## src/rtl/mem_access_mc.sv

```systemverilog
// Multi-bank burst read engine for the image/kernel ROMs.
// Takes one request (bank, base address, row/column mode) and issues BEATS reads
// to a synchronous-read bank. It packs the returned words into one wide response
// and holds that response until the consumer takes it. Only one request is
// outstanding at a time.
module mem_access_mc #(
  parameter int NUM_BANKS  = 2,
  parameter int WORD_W     = 16,
  parameter int BEATS      = 3,
  parameter int ADDR_W     = 19,
  parameter int MEM_LAT    = 1,
  parameter int ROW_STRIDE = 640,
  localparam int BANK_W    = (NUM_BANKS > 1) ? $clog2(NUM_BANKS) : 1
) (
  input  logic                        CLK,
  input  logic                        RESET,
  input  logic                        REQ_VALID,
  output logic                        REQ_READY,
  input  logic [BANK_W-1:0]           REQ_BANK,
  input  logic                        REQ_MODE,
  input  logic [ADDR_W-1:0]           REQ_ADDR,
  output logic                        RSP_VALID,
  input  logic                        RSP_READY,
  output logic [BEATS*WORD_W-1:0]     RSP_DATA,
  output logic                        RSP_ERR,
  output logic [NUM_BANKS-1:0]        MEM_EN,
  output logic [ADDR_W-1:0]           MEM_ADDR,
  input  logic [NUM_BANKS*WORD_W-1:0] MEM_RDATA
);

  localparam int CNT_W = (BEATS > 1) ? $clog2(BEATS) : 1;
  localparam logic [ADDR_W-1:0] STRIDE_COL = ADDR_W'(ROW_STRIDE);

  typedef enum logic [1:0] {IDLE, ISSUE, DRAIN, DONE} state_t;

  state_t              state, state_nxt;
  logic [BANK_W-1:0]   bank_q;
  logic [ADDR_W-1:0]   stride_q;
  logic [CNT_W-1:0]    issue_cnt;
  logic [CNT_W-1:0]    cap_cnt;
  // rd_vld_p[k] is high when the read issued k+1 cycles ago is in flight
  logic [MEM_LAT-1:0]  rd_vld_p;
  logic                accept;
  logic                bad_bank;
  logic                cap_fire;
  logic                last_issue;
  logic                last_cap;

  assign REQ_READY  = (state == IDLE);
  assign RSP_VALID  = (state == DONE);
  assign accept     = REQ_VALID & REQ_READY;
  assign bad_bank   = 32'(REQ_BANK) >= 32'(NUM_BANKS);
  assign cap_fire   = rd_vld_p[MEM_LAT-1] && ((state == ISSUE) || (state == DRAIN));
  assign last_issue = (issue_cnt == CNT_W'(BEATS - 1));
  assign last_cap   = cap_fire && (cap_cnt == CNT_W'(BEATS - 1));

  // State register; reset overrides any handshake in the same cycle
  always_ff @(posedge CLK) begin
    if (RESET) state <= IDLE;
    else       state <= state_nxt;
  end

  // Next-state: a bad bank skips the memory entirely and answers at once
  always_comb begin
    state_nxt = state;
    case (state)
      IDLE:    if (accept) state_nxt = bad_bank ? DONE : ISSUE;
      ISSUE:   if (last_issue) state_nxt = DRAIN;
      DRAIN:   if (last_cap) state_nxt = DONE;
      DONE:    if (RSP_READY) state_nxt = IDLE;
      default: state_nxt = IDLE;
    endcase
  end

  // Issue stage: latch the request, then step the address once per beat
  always_ff @(posedge CLK) begin
    if (RESET) begin
      MEM_EN    <= '0;
      MEM_ADDR  <= '0;
      issue_cnt <= '0;
      bank_q    <= '0;
      stride_q  <= '0;
    end else if (accept) begin
      bank_q    <= REQ_BANK;
      stride_q  <= REQ_MODE ? STRIDE_COL : ADDR_W'(1);
      issue_cnt <= '0;
      if (!bad_bank) begin
        MEM_EN   <= NUM_BANKS'(1) << REQ_BANK;
        MEM_ADDR <= REQ_ADDR;
      end
    end else if (state == ISSUE) begin
      if (last_issue) begin
        MEM_EN <= '0;
      end else begin
        MEM_ADDR  <= MEM_ADDR + stride_q;
        issue_cnt <= issue_cnt + CNT_W'(1);
      end
    end
  end

  // Capture stage: reads return MEM_LAT cycles after issue, packed beat 0 lowest
  always_ff @(posedge CLK) begin
    if (RESET) begin
      rd_vld_p <= '0;
      cap_cnt  <= '0;
      RSP_DATA <= '0;
      RSP_ERR  <= 1'b0;
    end else begin
      rd_vld_p[0] <= |MEM_EN;
      for (int k = MEM_LAT - 1; k > 0; k--) rd_vld_p[k] <= rd_vld_p[k-1];
      if (accept) begin
        cap_cnt  <= '0;
        RSP_DATA <= '0;
        RSP_ERR  <= bad_bank;
      end else if (cap_fire) begin
        RSP_DATA[cap_cnt*WORD_W +: WORD_W] <= MEM_RDATA[bank_q*WORD_W +: WORD_W];
        cap_cnt <= cap_cnt + CNT_W'(1);
      end
    end
  end

endmodule
```

## config.mk

```make
export PLATFORM = sky130hd
export DESIGN_NAME = mem_access_mc
export DESIGN_NICKNAME = d
export VERILOG_FILES = /design/src/rtl/mem_access_mc.sv
export SDC_FILE = /design/constraint.sdc
export NUM_CORES = 1
export LEC_CHECK = 0
export ABC_AREA = 0
export ABC_CLOCK_PERIOD_IN_PS = 4960
export BUFFER_PORTS_ARGS = -buffer_cell sky130_fd_sc_hd__buf_2
export CAP_MARGIN = 20
export CELL_PAD_IN_SITES_DETAIL_PLACEMENT = 1
export CELL_PAD_IN_SITES_GLOBAL_PLACEMENT = 2
export CORE_MARGIN = 4
export CORE_UTILIZATION = 24
export DETAILED_ROUTE_END_ITERATION = 10
export PLACE_DENSITY = 0.79
export SYNTH_ARGS = -nofsm -noshare
export SYNTH_HDL_FRONTEND = slang
export SYNTH_SLANG_ARGS = --single-unit
```

## constraint.sdc

```tcl
create_clock -name CLK -period 4.96 [get_ports CLK]
set_input_delay 0.992 -clock CLK [delete_from_list [all_inputs] [get_ports CLK]]
set_output_delay 0.992 -clock CLK [all_outputs]
set_load 0.02 [all_outputs]
```

==> summary.md, run 1 <==
| Metric | Value |
|---|---|
| Crit path DAT | approximately 2900 ps |
| Sequential element share of the synthesized area | 43.2% |
| Final worst path period share | 51.9% |
| Clk network pwr share | 33.0% |
| Top-count cell post-synth | dfxtp_1 |
| Ant diodes | 0 |
| Worst path max stage delay | approximately 680 ps |
| Netlist cell types | 47 |
| Post-route minimum period | about 2600 ps |
| Clock Root Buffer | clkbuf_16 |
| Power Dens Cells | about 440 nW/um^2 |
| Critical path's top delay family | simple AND/OR/NAND/NOR gates |
| Main flop type after synthesis | dfxtp_1 |
| Clk slew on worst S/H paths | 60 ps |
| Fillers | about 1700 |
| Max Root-Sink Buffers | 2 |
| Largest net degree at the start of global routing | 54 |
| Syn Nets | 457 |
| Complex-gate fraction of the synthesized area | between 10% and 20% |
| Fmax | roughly 0.39 GHz |
| DP HPWL | between 8000 and 9000 um |
| Max-slew violation count | 0 |
| Wire length per cell | approximately 17 um |
| Synth area leaders | dfxtp_1, a22oi_1, nor2_1 |
| Synth Register Bits | 79 |
| Worst-Skew Late Latency | between 300 and 400 ps |
| Starting DRT DRC Count | about 140 |
| Worst min-delay path category | reg2reg |
| Sw Ratio | a little over a third |
| WS Path Type | reg2reg |
| TritonCTS buffer count | 9 |
| Crit-path max FO | 17 |
| Sequential Area | about 1600 sq um |
| Die X | about 130 um |
| CTS Hold Bufs | 0 |
| Maximum vdd drop | ~0.00018 V |
| Worst slew pin tran | slightly below 1000 ps |
| Area of the mapped netlist | between 3000 and 4000 sq um |
| Sum Neg Setup Slack | 0 ps |
| Postcts setup bufs | 0 |
| Vias per cell | approximately 4.8 |
| CTS tree | yes |
| Post-Synth Simple-Gate Area | 20.4% |
| Ports | around 130 |
| Post-synth EDFFs | 0 |
| P_leak | just under 2 nW |
| Initial antenna violation count | 0 |
| Hold Violations, Final | 0 |
| Global-route wire length before repair | between 15000 and 20000 um |
| Placer congestion estimate | 0.707 |
| Startpoint types | register |
| Final setup fails | 0 |
| Cell Chain, Critical Path | inv_1, ha_1, nand3_2, nor4_4, buf_8, a22oi_2, nor2_2 |
| Final clock skew | just under 8 ps |
| ANT nets after route | 0 |
| Footprint of the multi-input gates | between 1500 and 2000 sq um |
| Buffers & Inverters on Critical Path | 2 |
| Fin nets | 571 |
| Post-CTS resize count | 0 |
| RSZ-0062 raised after global routing | false |
| Max transition margin | a little over a third |
| Largest family of logic cells by synthesized area | simple AND/OR/NAND/NOR gates |
| Post-place setup slack | just over 2000 ps |
| Crit path max-delay cell type | nor4_4 |
| Total gr overflow | 0 |
| Status | finished, final reports clean |
| Net switching component of the power | roughly 0.00077 W |
| Via count | between 3000 and 4000 |
| Post-synthesis mux area share | 5.23% |
| Final Routed Wirelength | ~11000 um |
| 1st-pass router iterations | 6 |
| Share of the synthesized area in the top cell type | 43.2% |
| Synth async-reset ratio | 0% |
| Yosys top cell by area | dfxtp_1 |
| Fin worst setup slack | 2390 ps |
| Cells after Synth | 388 |
| CORE AREA | about 15000 sq um |
| Cell Rows | 44 |
| Port Buffers | between 100 and 150 |
| Worst EP required | 5240 ps |
| Yosys warns | 0 |
| Synth Area in XOR/XNOR | just over 4% |
| Remaining DRCs | 0 |
| Logic gate share of total power | a little under 30% |
| Post-synth top cells | dfxtp_1, nor2_1, a22oi_1 |
| Area share of fa/ha/maj cells after synthesis | 4.11% |
| H-tree depth | 3 |
| Seq pwr share | a little under two fifths |
| CP Capture Type | register |
| Int Power | about 0.0013 W |
| Max-cap violations | 0 |
| Gr usage total | around an eighth |
| Layout area overhead | 29.8% |
| Die footprint | 17300 sq um |
| Initial core utilization | around a quarter |
| Die Ht | around 130 um |
| Layout cell share with drive strength beyond 1 | between 30% and 40% |
| Clock tree sinks | 79 |
| Vias in the first global route | roughly 3400 |
| Post-synthesis area per instance | between 9 and 10 sq um |
==> logic make-up (layout without fill, tap and decap cells) <==
group,after synthesis,after routing
multiplexers,17,17
flip-flops,79,79
buffers and inverters,35,154
AND/OR/NAND/NOR,146,146
XOR/XNOR,17,17
AO/OA/AOI/OAI,81,81
adder cells (fa/ha/maj),12,12
other,1,1
==> flip-flops by register name (all words and copies together) (netlist names) <==
| name | count |
|---|---|
| state | 2 |
| issue_cnt | 2 |
| MEM_ADDR | 19 |
| RSP_DATA | 48 |
| bank_q | 1 |
| cap_cnt | 2 |
| stride_q | 2 |
| rd_vld_p | 1 |
| MEM_EN | 2 |
==> power groups by stage <==
| stage | Combinational (W) | Sequential (W) | Clock, W |
|---|---|---|---|
| 6_report | 0.000618 | 0.000796 | 0.000696 |
| 3_5_place_dp | 0.000619 | 0.000812 | 0 |
| 5_1_grt | 0.000686 | 0.000810 | 0.000746 |
| 2_1_floorplan | 0.000396 | 0.000845 | 0 |
| 4_1_cts | 0.000622 | 0.000798 | 0.000718 |
| 3_3_place_gp | 0.000599 | 0.000807 | 0 |
==> tightest hold or removal path, delay by kind of cell, from the launching register on <==
kind | cells | cell delay [ps]
compound gates | 1 | 50
flops | 1 | 320
simple gates | 1 | 60
==> worst paths after layout <==
path | from | end | slack, ps | cells past startpoint
hold reg to reg | cap_cnt[1]$_SDFFE_PP0N_ | cap_cnt[1]$_SDFFE_PP0N_ | 480 | 2
setup / recovery | state[0]$_SDFFE_PP0P_ | RSP_DATA[22]$_SDFFE_PP0P_ | 2390 | 7
hold / removal | cap_cnt[1]$_SDFFE_PP0N_ | cap_cnt[1]$_SDFFE_PP0N_ | 480 | 2
setup reg to reg | state[0]$_SDFFE_PP0P_ | RSP_DATA[22]$_SDFFE_PP0P_ | 2390 | 7
==> routing by layer <==
layer / wire length (um) / up-vias / track usage [%]
li1: - / 1606 / -
met1: 4800 / 1611 / 15.3
met2: 6020 / 61 / 23.4
met3: 417 / 14 / 2.75
met4: 197 / 0 / 4.73
met5: 0 / - / 0
==> cell type report <==
class / instances / area share (%)
inverters: 8 / 0.632
well taps: 184 / 4.85
clock buffers: 10 / 5.03
multi-input cells: 274 / 40.3
repair buffers: 130 / 14.3
clock inverters: 6 / 1.58
flip-flops and latches: 79 / 33.3
==> stage by stage <==
stage	total power [W]	instance area (sq um)	util, %	hold slack, ps	instances
CTS	0.00214	4730	32.0	481	690
floorplan	0.00124	3660	-	453	388
global placement	0.00141	4400	29.8	465	673
finish	0.00211	4750	32.2	479	691
global route	0.00224	4750	32.2	533	691
detailed placement	0.00143	4410	29.9	472	674
==> cell usage in the layout, fill, tap and decap left out, drive strengths merged, types with 11 or more instances in the layout <==
cell | Yosys | layout
nand4 | 11 | 11
nand3 | 11 | 11
nor2 | 85 | 85
nand2 | 16 | 16
buf | 16 | 130
mux2 | 17 | 17
xor2 | 13 | 13
dfxtp | 79 | 79
inv | 8 | 12
ha | 12 | 12
a211oi | 16 | 16
a22oi | 48 | 48
Note: power is estimated with default switching activity, not from simulation.
==> run 2: changes to the inputs <==
--- a/config.mk
+++ b/config.mk
@@ -6,7 +6,7 @@
 export NUM_CORES = 1
 export LEC_CHECK = 0
 export ABC_AREA = 0
-export ABC_CLOCK_PERIOD_IN_PS = 4960
+export ABC_CLOCK_PERIOD_IN_PS = 2250
 export BUFFER_PORTS_ARGS = -buffer_cell sky130_fd_sc_hd__buf_2
 export CAP_MARGIN = 20
 export CELL_PAD_IN_SITES_DETAIL_PLACEMENT = 1
@@ -14,7 +14,7 @@
 export CORE_MARGIN = 4
 export CORE_UTILIZATION = 24
 export DETAILED_ROUTE_END_ITERATION = 10
-export PLACE_DENSITY = 0.79
+export PLACE_DENSITY = 0.81
 export SYNTH_ARGS = -nofsm -noshare
 export SYNTH_HDL_FRONTEND = slang
 export SYNTH_SLANG_ARGS = --single-unit
==> constraint.sdc (replaced) <==
create_clock -name CLK -period 2.25 [get_ports CLK]
set_input_delay 0.45 -clock CLK [delete_from_list [all_inputs] [get_ports CLK]]
set_output_delay 0.45 -clock CLK [all_outputs]
set_load 0.02 [all_outputs]
==> run 2 against run 1 <==
- count of clock-buffer cells in the layout did not move
- sequential cell count is the same
- final cell count up 1.3%
- design area up 0.55%
- worst hold slack got worse by 110 ps
- sequential power up 120%
- fmax up 31%
- combinational power increased by 130%
- non-clock buffer count increased by 9
- largest cell class unchanged
- highest routed layer is now met5
==> summary.md, run 2 (synthesis results as in run 1) <==
| Metric | Value |
|---|---|
| Status | finished, final reports clean |
| P_leak | 1.98 nW (+1.3%) |
| Placed insts | 684 (+1.5%) |
| Buffers & Inverters on Critical Path | 3 (+1) |
| Final std cells w/o fill | 700 (+1.3%) |
| Max-cap violations | 0 (unchanged) |
| Vias in the first global route | 3713 (+9.4%) |
| Via count | 3332 (+1.2%) |
| Post-route minimum period | 1960 ps (-610 ps) |
| Clock Root Buffer | clkbuf_16 |
| Die Ht | 131 um (unchanged) |
| Most frequent cells in the layout | buf_2, dfxtp_1, nor2_1 |
| Most common cell after layout, fill and taps aside | buf_2 |
| Crit path max-delay cell type | dfxtp_1 |
| Final clock skew | 8.61 ps (+0.834 ps) |
| TritonCTS buffer count | 9 (unchanged) |
| H-tree depth | 3 (unchanged) |
| CORE AREA | 14800 sq um (unchanged) |
| Max Root-Sink Buffers | 2 (unchanged) |
| Critical path's top delay family | buffers and inverters |
| Crit path DAT | 2240 ps (-610 ps) |
| Worst-Skew Late Latency | 340 ps (about the same) |
| Wire length per cell | 16.7 um (+0.91%) |
| Vias per cell | 4.76 (about the same) |
| Crit-path max FO | 16 (-1) |
| Total gr overflow | 0 (unchanged) |
| Startpoint types | register |
| Fmax | 0.509 GHz (+31%) |
| Gr usage total | 13.4% (+0.39 points) |
| Worst path max stage delay | 490 ps (-190 ps) |
| Initial antenna violation count | 1 (+1) |
| Clk slew on worst S/H paths | 70 ps (about the same) |
| Cell Chain, Critical Path | inv_2, ha_1, inv_2, nor4_4, buf_4, a22oi_1, nor2_1 |
| Ant diodes | 0 (unchanged) |
| Ports | 129 (unchanged) |
| Power Dens Cells | 958 nW/um^2 (+120%) |
| Die X | 131 um (unchanged) |
| 1st-pass router iterations | 4 (-2) |
| Layout cell share with drive strength beyond 1 | 40.5% (+1.1 points) |
| DP HPWL | 8790 um (+3.1%) |
| WS Path Type | reg2reg |
| Maximum vdd drop | 0.000400 V (+120%) |
| Post-CTS resize count | 0 (unchanged) |
| Worst min-delay path category | in2reg |
| RSZ-0062 raised after global routing | false |
| Biggest regs | RSP_DATA (48), MEM_ADDR (19) |
| Hold Violations, Final | 0 (unchanged) |
| CTS Hold Bufs | 0 (unchanged) |
| Global-route wire length before repair | 19100 um (+4.1%) |
| Layout area overhead | 30.6% |
| Clock tree sinks | 79 (unchanged) |
| Sum Neg Setup Slack | 0 ps (unchanged) |
| Final worst path period share | 87.3% (+35 points) |
| CP most frequent cell | inv_2 |
| Max-slew violation count | 0 (unchanged) |
| Max reg flops | 48 (unchanged) |
| Placer congestion estimate | 0.725 (+2.5%) |
| CP Capture Type | register |
| Final Routed Wirelength | 11700 um (+2.2%) |
| CTS tree | yes |
| Port Buffers | 127 (unchanged) |
| Initial core utilization | 24.8% (unchanged) |
| Remaining DRCs | 0 (unchanged) |
| Largest Register | RSP_DATA |
| ANT nets after route | 0 (unchanged) |
| Largest net degree at the start of global routing | 41 (-24%) |
| Postcts setup bufs | 0 (unchanged) |
| Die footprint | 17300 sq um (unchanged) |
| Starting DRT DRC Count | 179 (+27%) |
| Worst EP required | 2530 ps (-2710 ps) |
| Cell Rows | 44 (unchanged) |
| Final setup fails | 0 (unchanged) |
| Fin nets | 580 (+1.6%) |
-- run 2: cell count changes in the layout (fill, tap and decap cells not counted) --
cell / change
buf_4: +11
clkinv_4: +3
inv_6: -2
buf_12: -1
buf_8: -1
bufinv_16: -1
-- run 2: power by group --
part,total [W],internal (W),switching (W)
sequential,0.00174,0.00156,0.000178
clock,0.00143,0.000795,0.000633
combinational,0.00141,0.000509,0.000901
-- run 2: final cells by class --
class | count | area [sq um]
fill | 1761 | 9980
multi-input combinational | 274 | 1910
sequential | 79 | 1580
timing repair buffer | 139 | 726
clock buffer | 10 | 239
tap | 184 | 230
clock inverter | 6 | 53.8
inverter | 8 | 30.0
-- run 2: stage by stage --
stage	setup slack (ps)	utilization (%)	total power (W)	instance area, sq um	hold WS, ps
detailed placement	296	30.4	0.00319	4480	478
global route	121	32.4	0.00485	4770	383
floorplan	444	-	0.00274	3660	453
global placement	393	30.4	0.00313	4480	457
CTS	262	32.4	0.00464	4770	355
finish	286	32.4	0.00457	4770	365
-- run 2: worst min-delay path: stages --
cell and delay, ps:
buf_2 90, nand3b_1 70, o31ai_1 60
-- run 2: path summary, 6_finish.rpt --
| path | from | to | slack [ps] | cells after the start |
|---|---|---|---|---|
| setup / recovery | cap_cnt[0]$_SDFFE_PP0N_ | RSP_DATA[21]$_SDFFE_PP0P_ | 290 | 7 |
| hold / removal | REQ_ADDR[7] | MEM_ADDR[7]$_SDFFE_PP0P_ | 370 | 3 |
| hold reg to reg | bank_q$_SDFFE_PP0P_ | bank_q$_SDFFE_PP0P_ | 480 | 2 |
| setup reg to reg | cap_cnt[0]$_SDFFE_PP0N_ | RSP_DATA[21]$_SDFFE_PP0P_ | 290 | 7 |
-- run 2: metal layers --
layer	vias to the layer above	routed length [um]	track usage, %
met2	60	6020	24.4
met3	20	391	2.26
met4	2	280	6.07
li1	1625	-	-
met1	1625	4980	15.4
met5	-	12	0
